### src/rtl/preg_freelist.sv
// Circular free list of physical register IDs for the rename stage.
// Ports: clk/rstn (sync, active-low); alloc_req/alloc_gnt/alloc_preg (rename);
//   free_valid/free_preg (commit); rollback_valid/rollback_num (flush);
//   free_count/empty (occupancy); err (sticky protocol error).
module preg_freelist #(
    parameter int PRFSIZE      = 64,
    parameter int PREG_ID_BITS = $clog2(PRFSIZE)
) (
    input  logic                    clk,
    input  logic                    rstn,
    input  logic                    alloc_req,
    output logic                    alloc_gnt,
    output logic [PREG_ID_BITS-1:0] alloc_preg,
    input  logic                    free_valid,
    input  logic [PREG_ID_BITS-1:0] free_preg,
    input  logic                    rollback_valid,
    input  logic [PREG_ID_BITS:0]   rollback_num,
    output logic [PREG_ID_BITS:0]   free_count,
    output logic                    empty,
    output logic                    err
);

    localparam int PB = PREG_ID_BITS;
    localparam int CW = PB + 1;
    localparam logic [CW-1:0] FULL = CW'(PRFSIZE);

    logic [PB-1:0] fl_q [PRFSIZE];
    logic [PB-1:0] head_q, head_d;
    logic [PB-1:0] tail_q, tail_d;
    logic [CW-1:0] count_q, count_d;
    logic          err_q, err_d;

    logic          cnt_zero;
    logic          cnt_full;
    logic          bypass;
    logic          do_alloc;
    logic          free_acc;
    logic          free_ovf;
    logic [CW:0]   rb_sum;
    logic          rb_bad;
    logic          rb_ok;

    assign cnt_zero = (count_q == '0);
    assign cnt_full = (count_q == FULL);

    // Grant is zero-latency; an empty list can still grant by forwarding
    // the preg that commit is releasing this same cycle.
    assign alloc_gnt  = alloc_req && !rollback_valid
                        && (!cnt_zero || free_valid);
    assign alloc_preg = cnt_zero ? free_preg : fl_q[head_q];

    assign bypass   = alloc_gnt && cnt_zero;
    assign do_alloc = alloc_gnt && !cnt_zero;
    assign free_acc = free_valid && !cnt_full && !bypass;
    assign free_ovf = free_valid && cnt_full;

    // One extra bit so an oversized rollback cannot wrap and look legal.
    assign rb_sum = {1'b0, count_q}
                  + {1'b0, rollback_num}
                  + {{CW{1'b0}}, free_acc};
    assign rb_bad = rollback_valid && (rb_sum > {1'b0, FULL});
    assign rb_ok  = rollback_valid && !rb_bad;

    always_comb begin
        head_d = head_q;
        if (do_alloc) begin
            head_d = head_q + PB'(1);
        end else if (rb_ok) begin
            // Rolled-back IDs still sit just behind head; step back over them.
            head_d = head_q - rollback_num[PB-1:0];
        end
    end

    always_comb begin
        tail_d = tail_q;
        if (free_acc) begin
            tail_d = tail_q + PB'(1);
        end
    end

    always_comb begin
        count_d = count_q;
        if (rb_ok) begin
            count_d = rb_sum[CW-1:0];
        end else begin
            count_d = count_q + CW'(free_acc) - CW'(do_alloc);
        end
    end

    always_comb begin
        err_d = err_q | free_ovf | rb_bad;
    end

    always_ff @(posedge clk) begin
        if (!rstn) begin
            head_q  <= '0;
            tail_q  <= '0;
            count_q <= FULL;
            err_q   <= 1'b0;
        end else begin
            head_q  <= head_d;
            tail_q  <= tail_d;
            count_q <= count_d;
            err_q   <= err_d;
        end
    end

    always_ff @(posedge clk) begin
        if (!rstn) begin
            for (int i = 0; i < PRFSIZE; i++) begin
                fl_q[i] <= PB'(i);
            end
        end else if (free_acc) begin
            fl_q[tail_q] <= free_preg;
        end
    end

    assign free_count = count_q;
    assign empty      = cnt_zero;
    assign err        = err_q;

endmodule

### config.mk
export PLATFORM = sky130hd
export DESIGN_NAME = preg_freelist
export DESIGN_NICKNAME = d
export VERILOG_FILES = /design/src/rtl/preg_freelist.sv
export SDC_FILE = /design/constraint.sdc
export NUM_CORES = 1
export LEC_CHECK = 0
export ABC_AREA = 0
export ABC_CLOCK_PERIOD_IN_PS = 10000
export CAP_MARGIN = 20
export CORE_AREA = 2 2 216 165
export DETAILED_ROUTE_END_ITERATION = 8
export DIE_AREA = 0 0 218 167
export PLACE_DENSITY = 0.81
export SLEW_MARGIN = 0
export SYNTH_ARGS = -nofsm -noshare
export SYNTH_HDL_FRONTEND = slang
export SYNTH_SLANG_ARGS = --single-unit
### constraint.sdc
create_clock -name clk -period 10 [get_ports clk]
set_input_delay 1.5 -clock clk [delete_from_list [all_inputs] [get_ports clk]]
set_output_delay 1.5 -clock clk [all_outputs]
set_load 0.02 [all_outputs]
# Yosys cells after proc, flatten, opt, wreduce, memory -nomap -nowiden
# Memories as Yosys holds them, arrays and structs flattened. A register that Yosys moved wholly into a read port is not among the register bits.
# Index checks and enable logic that the tools add are counted.
# op_classes
add_sub_neg	7
magnitude_cmp	1
eq_ne	1
muxes	13
bitwise	2
n_reduce_logical	18
# ops
operator	n
6-bit two-way mux	7
6-bit by 1-bit adder with 6-bit output, second input constant	2
1-bit logical AND	9
7-bit by 7-bit adder with 8-bit output	1
8-bit by 1-bit adder with 8-bit output	1
8-bit by 7-bit > comparator with 1-bit output, second input constant	1
7-bit by 1-bit adder with 7-bit output	1
7-bit equality test, second input constant	1
7-bit logical NOT	1
7-bit two-way mux	1
7-bit by 1-bit subtractor with 7-bit output	1
6-bit OR reduction	1
6-bit subtractor	1
1-bit logical NOT	5
1-bit two-way mux	5
1-bit OR	2
2-bit nonzero test	1
1-bit logical OR	1
# word_totals
regBits	20
ram_bits	384
in_bits	18
output_inout_bits	16
wordCells	47
mem_count	1
# mem_list
memory	words	width	rd	rd_clocked_by_memory_dff	write_ports	line	rtl
fl_q	64	6	1	1	64	27	logic [PB-1:0] fl_q [PRFSIZE];

# Logic depth before layout (Yosys ltp)
# Gate-level depths: netlist (run 1).
# logic_depth
depth_word	16
depth_mapped	20
ltp_nobuf	18

# Least setup slack after synthesis (run 1)
# No wires, ideal clock.
# synth_path
path_kind	input to register
start	input port alloc_req
end	register count_q[6], in the netlist free_count[6]
setup_ns	0.120
arrival_ns	4.307
t_required_ns	9.880
setup_slack_ns	5.573
stages	13
path_buffers	1
path_cell_list	nor2b_1 > o21ai_1 > nand2_1 > inv_1 > fa_1 > fa_1 > a211oi_1 > nor2_1 > xor2_1 > a2111oi_4 > o21ai_2 > buf_2 > a211o_1
# synth_via
elab_chain_cells	11
elab_cells_between_ends	14
classes_between	add/sub (3); order compare (1); mux (1); reduce/logical (9)
# synth_rtl
element	line	rtl
start, declared	11	input logic alloc_req,
1-bit logical AND *	48	assign alloc_gnt = alloc_req && !rollback_valid
1-bit logical AND *	49	&& (!cnt_zero || free_valid);
1-bit logical AND *	52	assign bypass = alloc_gnt && cnt_zero;
1-bit logical NOT *	54	assign free_acc = free_valid && !cnt_full && !bypass;
1-bit logical AND *	54	
via free_acc	37	logic free_acc;
8-bit by 1-bit adder with 8-bit output	60	+ {{CW{1'b0}}, free_acc};
8-bit by 7-bit > comparator with 1-bit output	61	assign rb_bad = rollback_valid && (rb_sum > {1'b0, FULL});
1-bit logical AND	61	
1-bit logical NOT	62	assign rb_ok = rollback_valid && !rb_bad;
1-bit logical AND	62	
7-bit two-way mux *	83	if (rb_ok) begin
end signal, assigned	103	count_q <= count_d;
end, declared	30	logic [CW-1:0] count_q, count_d;
# Mark *: on every way through the listed nets, which the timed path passes. The rest lies on a longest branch.
# A chain may end at the register's enable or synchronous reset.

==> results of run 1 <==
## final timing paths
kind / from / to / slack [ns] / cells after the start
worst max-delay path: flop / alloc_preg[0] / 3.64 / 7
worst min-delay path: head_q[3] / flop / 0.52 / 2
worst max register to register: free_count[2] / free_count[6] / 5.25 / 18
worst min register to register: head_q[3] / flop / 0.52 / 2
## through the flow
stage,hold slack (ns),setup slack (ns),instance area [sq um]
after detailed placement,0.492,4.16,20400
final,0.517,3.64,21800
after global routing,0.533,3.32,21800
after floorplan,0.473,5.57,19900
after global placement,0.481,4.24,20400
after CTS,0.507,3.57,21700
## synthesized netlist by cell type, types with 2 or more instances
master	count	area (sq um)
a211oi_1	5	37.5
a21o_1	5	37.5
a21oi_1	22	110
a31oi_1	2	12.5
and2_1	115	719
and3_1	82	513
buf_1	8	30.0
buf_2	7	35.0
buf_4	4	30.0
clkbuf_1	125	469
dfxtp_1	26	521
edfxtp_1	384	11500
fa_1	4	80.1
ha_1	22	275
inv_1	23	86.3
mux4_2	126	2840
nand2_1	52	195
nand2b_1	3	18.8
nand3_1	6	30.0
nand4_1	3	18.8
nor2_1	70	263
nor3_1	7	35.0
nor3b_1	2	15.0
o21a_1	2	15.0
o21ai_0	58	290
o21bai_1	3	22.5
o311a_1	2	20.0
or2_2	69	432
or3_1	133	832
or4_1	2	15.0
xnor2_1	12	105
xor2_1	8	70.1
## cell families after synthesis
| logic type | count (synthesis) | share of synthesized area (%) |
|---|---|---|
| AOI/OAI and AO/OA | 110 | 3.34 |
| xor gates and xnor gates | 20 | 0.880 |
| adders and majority gates | 26 | 1.79 |
| buffers and inverters | 169 | 3.34 |
| DFF | 410 | 60.5 |
| muxes | 127 | 14.3 |
| and+or+nand+nor | 551 | 15.8 |
## flip-flops by register name (all words and copies together), names as in the netlist, named ones only
signal      count
err             1
fl_q          384
free_count      7
head_q          6
tail_q          6
## layout make-up
| type | instances | area, sq um |
|---|---|---|
| Fill cell | 2420 | 12500 |
| Sequential cell | 410 | 12100 |
| Multi-Input combinational cell | 834 | 7210 |
| Clock buffer | 47 | 1110 |
| Tap cell | 457 | 572 |
| Timing Repair Buffer | 63 | 526 |
| Clock inverter | 26 | 220 |
| Inverter | 24 | 90.1 |
## layer usage
layer	share of wire [%]	up-vias	track usage, %	routed length [um]
met5	0	-	0	0
met4	3.6	0	10.9	1840
met3	14	113	8.49	6900
met2	45	867	42.2	23100
met1	37	6139	40.7	18900
li1	-	5242	-	-
## power by group through the flow
| stage | Sequential, uW | Combinational, uW | Clock [uW] |
|---|---|---|---|
| detailed placement | 2140 | 1150 | 0 |
| finish | 2080 | 1190 | 1550 |
| CTS | 2110 | 1150 | 1550 |
| global route | 2100 | 1270 | 1610 |
| floorplan | 2050 | 863 | 0 |
| global placement | 2130 | 1110 | 0 |
## worst max-delay path: cells and delay by family (launching register included)
kind,cells,cell delay (ns)
simple gates,2,0.23
flops,1,0.93
buf+inv,2,1.45
mux,3,1.61
==> summary.md, run 1 <==
| Metric | Value |
|---|---|
| Outcome | `complete, no violations` |
| Vias/cell | `6.64` |
| Remaining global-route overflow | `0` |
| Most frequent cells in the layout | `edfxtp_1 (384), or3_1 (133), mux4_2 (126)` |
| CTS Root Cell | `clkbuf_16` |
| Die footprint | `36400 sq um` |
| Final setup violation count | `0` |
| Antenna violations before repair | `1` |
| CP Capture Type | `primary output` |
| Routed len/inst | `27.3 um` |
| Final period utilization | `63.6%` |
| Hold Fails Final Rpt | `0` |
| CP Launch Type | `flop` |
| H-tree depth | `2` |
| DRT Pass-1 Iters | `5` |
| Sink Count | `410` |
| Rel. slew slack | `24.6%` |
| Post-Syn Area per Cell | `14.1 sq um` |
| Crit-path cells | `buf_4 -> mux4_2 -> mux4_2 -> mux4_2 -> nor2_1 -> nor2_1 -> clkdlybuf4s50_1` |
| Ys Warns | `0` |
| Crit-path slowest cell | `dfxtp_4` |
| WP data required | `8.50 ns` |
| Crit path top cell by count | `mux4_2` |
| EDFF count, synth | `384` |
| Number of global-route vias before repair | `12200` |
| DRC | `0` |
| Clock power frac | `32.1%` |
| Clock-pin slew on the worst setup and hold paths | `0.06 ns` |
| Nets@finish | `1417` |
| Mapped Cells | `1413` |
| RSZ-0062 raised after global routing | `false` |
| Die Ht | `167 um` |
| Vias | `12400` |
| Global Route Usage Sum | `28.7%` |
| Leakage | `0.00716 uW` |
| Largest net degree at the start of global routing | `72` |
| Port buffer count | `33` |
| Max VDD drop | `212 uV` |
| Antenna diode count | `0` |
| Crit-path max cell delay | `0.93 ns` |
| Final setup TNS | `0 ns` |
| Num rows | `59` |
| Postcts setup bufs | `0` |
| Clock Tree Buf Depth | `3` |
| Critical path class | `flop to primary output` |
| Net Sw Frac | `29.4%` |
| Most common cell after layout, fill and taps aside | `edfxtp_1` |
| Most common flop cell mapped by yosys | `edfxtp_1` |
| Logic pwr share | `24.7%` |
| Crit path DAT | `4.86 ns` |
| # resized after CTS | `0` |
| Layout cell share with drive strength beyond 1 | `22.0%` |
| Synthesis-to-layout area growth | `9.45%` |
| CTS Buf Count | `40` |
| Syn_nets | `1457` |
| First-pass GRT wire length | `77.0 mm` |
| CTS tree | `done` |
| Post-layout util | `63.6%` |
| Final min period | `6.36 ns` |
| Core area | `34300 sq um` |
| Skew-Pair Late Insertion Delay | `0.57 ns` |
| Initial DRC count | `1685` |
| HPWL after DPL | `31.8 mm` |
| Synth Cell Area | `19900 sq um` |
| Placed Instances | `1780` |
| I/O Pins | `34` |
| Hold-fix buffers, CTS | `0` |
| Horiz. Die Dim | `218 um` |
| Starting density of the core | `58.1%` |
| PwrDens | `221 nW/um^2` |
| Design Power | `4820 uW` |
| Sequential share of power | `43.2%` |
| WL final | `50.8 mm` |
| Worst-Margin Slew | `1.12 ns` |
| Pint | `3400 uW` |
| Flops & latches, synth | `410` |
| Final estimated routing congestion in global placement | `0.894` |
| Max_cap viols | `0` |
| Psw | `1420 uW` |
| Max Fclk | `0.157 GHz` |
| Crit Path Max Fanout | `53` |
| Netlist cell types | `53` |
| Async set-reset flop share out of synthesis | `0%` |
| Worst min path class | `flop to flop` |
| Clk_skew | `0.0190 ns` |
| Final non-filler cell total | `1861` |
| Pins over their slew limit | `0` |
| Sequential cell area fraction in the yosys report | `60.5%` |
| Routed Antenna Nets | `0` |
Power figures use the tool's default switching activity.
==> run 2, diff against run 1 <==
--- a/config.mk
+++ b/config.mk
@@ -6,7 +6,7 @@
 export NUM_CORES = 1
 export LEC_CHECK = 0
 export ABC_AREA = 0
-export ABC_CLOCK_PERIOD_IN_PS = 10000
+export ABC_CLOCK_PERIOD_IN_PS = 6000
 export CAP_MARGIN = 20
 export CORE_AREA = 2 2 216 165
 export DETAILED_ROUTE_END_ITERATION = 8
==> constraint.sdc (replaced) <==
create_clock -name clk -period 6 [get_ports clk]
set_input_delay 0.9 -clock clk [delete_from_list [all_inputs] [get_ports clk]]
set_output_delay 0.9 -clock clk [all_outputs]
set_load 0.02 [all_outputs]
==> summary.md, run 2 (synthesis gave the netlist of run 1 again) <==
| Metric | Value |
|---|---|
| Vias/cell | `6.62 (-0.40%)` |
| Initial DRC count | `1468 (-13%)` |
| Postcts setup bufs | `0 (unchanged)` |
| Rel. slew slack | `25.9% (+1.2 points)` |
| Crit-path slowest cell | `dfxtp_4` |
| Critical path class | `flop to primary output` |
| Max_cap viols | `0 (unchanged)` |
| Most common cell after layout, fill and taps aside | `edfxtp_1` |
| DRC | `0 (unchanged)` |
| Antenna diode count | `0 (unchanged)` |
| Routed len/inst | `26.1 um (-4.2%)` |
| Max Fclk | `0.198 GHz` |
| RSZ-0062 raised after global routing | `false` |
| Reg-to-reg slack, setup | `1.40 ns (-3.85 ns)` |
| Worst path bufs/invs | `2 (unchanged)` |
| Skew-Pair Late Insertion Delay | `0.54 ns (-0.03 ns)` |
| Pins over their slew limit | `0 (unchanged)` |
| # resized after CTS | `0 (unchanged)` |
| WHS | `0.502 ns (-0.0150 ns)` |
| Nets@finish | `1418 (+0.071%)` |
| Outcome | `complete, no violations` |
| Crit path DAT | `4.15 ns (-0.71 ns)` |
| H-tree depth | `2 (unchanged)` |
| Net Sw Frac | `29.7% (+0.27 points)` |
| Final setup TNS | `0 ns (unchanged)` |
| Clk_skew | `0.0110 ns (-0.00798 ns)` |
| Clock-pin slew on the worst setup and hold paths | `0.06 ns (about the same)` |
| Die footprint | `36400 sq um (unchanged)` |
| CP Capture Type | `primary output` |
| Routed Antenna Nets | `0 (unchanged)` |
| Worst min path class | `flop to flop` |
| Clock power frac | `31.1% (-1.0 points)` |
| Logic pwr share | `25.0% (+0.3 points)` |
| Hold Fails Final Rpt | `0 (unchanged)` |
| Final estimated routing congestion in global placement | `0.894 (about the same)` |
| Final setup violation count | `0 (unchanged)` |
| Crit-path cells | `buf_4 -> mux4_2 -> mux4_2 -> mux4_2 -> nor2_1 -> nor2_1 -> clkdlybuf4s50_1` |
| Layout cell share with drive strength beyond 1 | `21.4% (-0.64 points)` |
| Die Ht | `167 um (unchanged)` |
| Top reg by flops | `fl_q` |
| Num rows | `59 (unchanged)` |
| Number of global-route vias before repair | `12000 (-1.3%)` |
| Max VDD drop | `324 uV (+53%)` |
| CP Launch Type | `flop` |
| DRT Pass-1 Iters | `6 (+1)` |
| Synthesis-to-layout area growth | `9.18%` |
| Antenna violations before repair | `1 (unchanged)` |
| Crit-path max cell delay | `0.80 ns (-0.13 ns)` |
| Clock Tree Buf Depth | `3 (unchanged)` |
| CTS Buf Count | `40 (unchanged)` |
| I/O Pins | `34 (unchanged)` |
| Sink Count | `410 (unchanged)` |
| Most frequent cells in the layout | `edfxtp_1 (384), or3_1 (133), mux4_2 (126)` |
| Pint | `5600 uW (+65%)` |
| Remaining global-route overflow | `0 (unchanged)` |
| CTS Root Cell | `clkbuf_16` |
| Sequential share of power | `43.9% (+0.7 points)` |
| Psw | `2370 uW (+67%)` |
| Hold-fix buffers, CTS | `0 (unchanged)` |
| PwrDens | `367 nW/um^2 (+66%)` |
| CTS tree | `done` |
| Port buffer count | `33 (unchanged)` |
| Leakage | `0.00712 uW (-0.65%)` |
| Largest net degree at the start of global routing | `68 (-5.6%)` |
| Global Route Usage Sum | `27.2% (-1.5 points)` |
| WP data required | `5.10 ns (-3.40 ns)` |
| Crit Path Max Fanout | `32 (-40%)` |
| Crit path top cell by count | `mux4_2` |
| Starting density of the core | `58.1% (unchanged)` |
| Largest register FFs | `384 (unchanged)` |
| Core area | `34300 sq um (unchanged)` |
| Worst-Margin Slew | `1.10 ns (-0.0184 ns)` |
| WL final | `48.6 mm (-4.2%)` |
| Vias | `12300 (-0.40%)` |
| Final period utilization | `84.1%` |
| HPWL after DPL | `29.8 mm (-6.4%)` |
| Top cell family by delay on the critical path | `multiplexers` |
| Final min period | `5.05 ns` |
| Horiz. Die Dim | `218 um (unchanged)` |
| First-pass GRT wire length | `74.0 mm (-3.9%)` |
## run 2: changes by cell type in the layout (fill, tap and decap cells not counted), moves of 2 or more
| cell | before | now |
|---|---|---|
| clkbuf_2 | 4 | 0 |
| clkbuf_1 | 1 | 5 |
| clkbuf_8 | 4 | 0 |
| clkinv_1 | 7 | 12 |
| clkinv_2 | 12 | 7 |
| clkbuf_4 | 0 | 2 |
| buf_4 | 22 | 26 |
## run 2: path summary, 6_finish.rpt
path                                      end     startpoint  depth (start not counted)
worst max-delay path            alloc_preg[5]           flop                          7
worst min-delay path                     flop      head_q[0]                          2
worst max register to register  free_count[2]  free_count[2]                         15
worst min register to register           flop      head_q[0]                          2
## run 2: per-layer routing
metal / vias up / track usage (%) / part of all wire [%]
met3: 87 / 7.62 / 12
li1: 5248 / - / -
met4: 0 / 7.84 / 2.5
met2: 780 / 41.0 / 46
met1: 6197 / 39.2 / 39
met5: - / 0 / 0
## run 2: power by group through the flow
| stage | Combinational [uW] | Clock (uW) | Sequential (uW) |
|---|---|---|---|
| floorplan | 1430 | 0 | 3410 |
| global placement | 1920 | 0 | 3550 |
| detailed placement | 1960 | 0 | 3560 |
| CTS | 1980 | 2490 | 3500 |
| global route | 2110 | 2600 | 3520 |
| finish | 1990 | 2480 | 3500 |
## run 2: layout make-up
class,count,area [sq um]
multi-input cells,834,7200
flip-flops and latches,410,12100
inverters,24,90.1
well taps,457,572
clock inverters,26,214
clock buffers,46,1040
repair buffers,64,551
fillers,2392,12500
## run 2: worst min-delay path: cells and delay by family, from the launching register on
family	cells	cell delay, ns
AND/OR/NAND/NOR	1	0.09
flip-flops	1	0.31
AO/OA/AOI/OAI	1	0.06
## run 2: metrics by stage
stage               std cells  total power, uW  setup slack (ns)  utilization (%)  instance area, sq um
global placement         1786             5470              1.38             59.7                 20500
detailed placement       1786             5520              1.29             59.7                 20500
global route             1861             8230             0.752             63.4                 21700
CTS                      1858             7970             0.904             63.4                 21700
floorplan                1413             4850              2.17                -                 19900
finish                   1861             7970             0.953             63.4                 21700
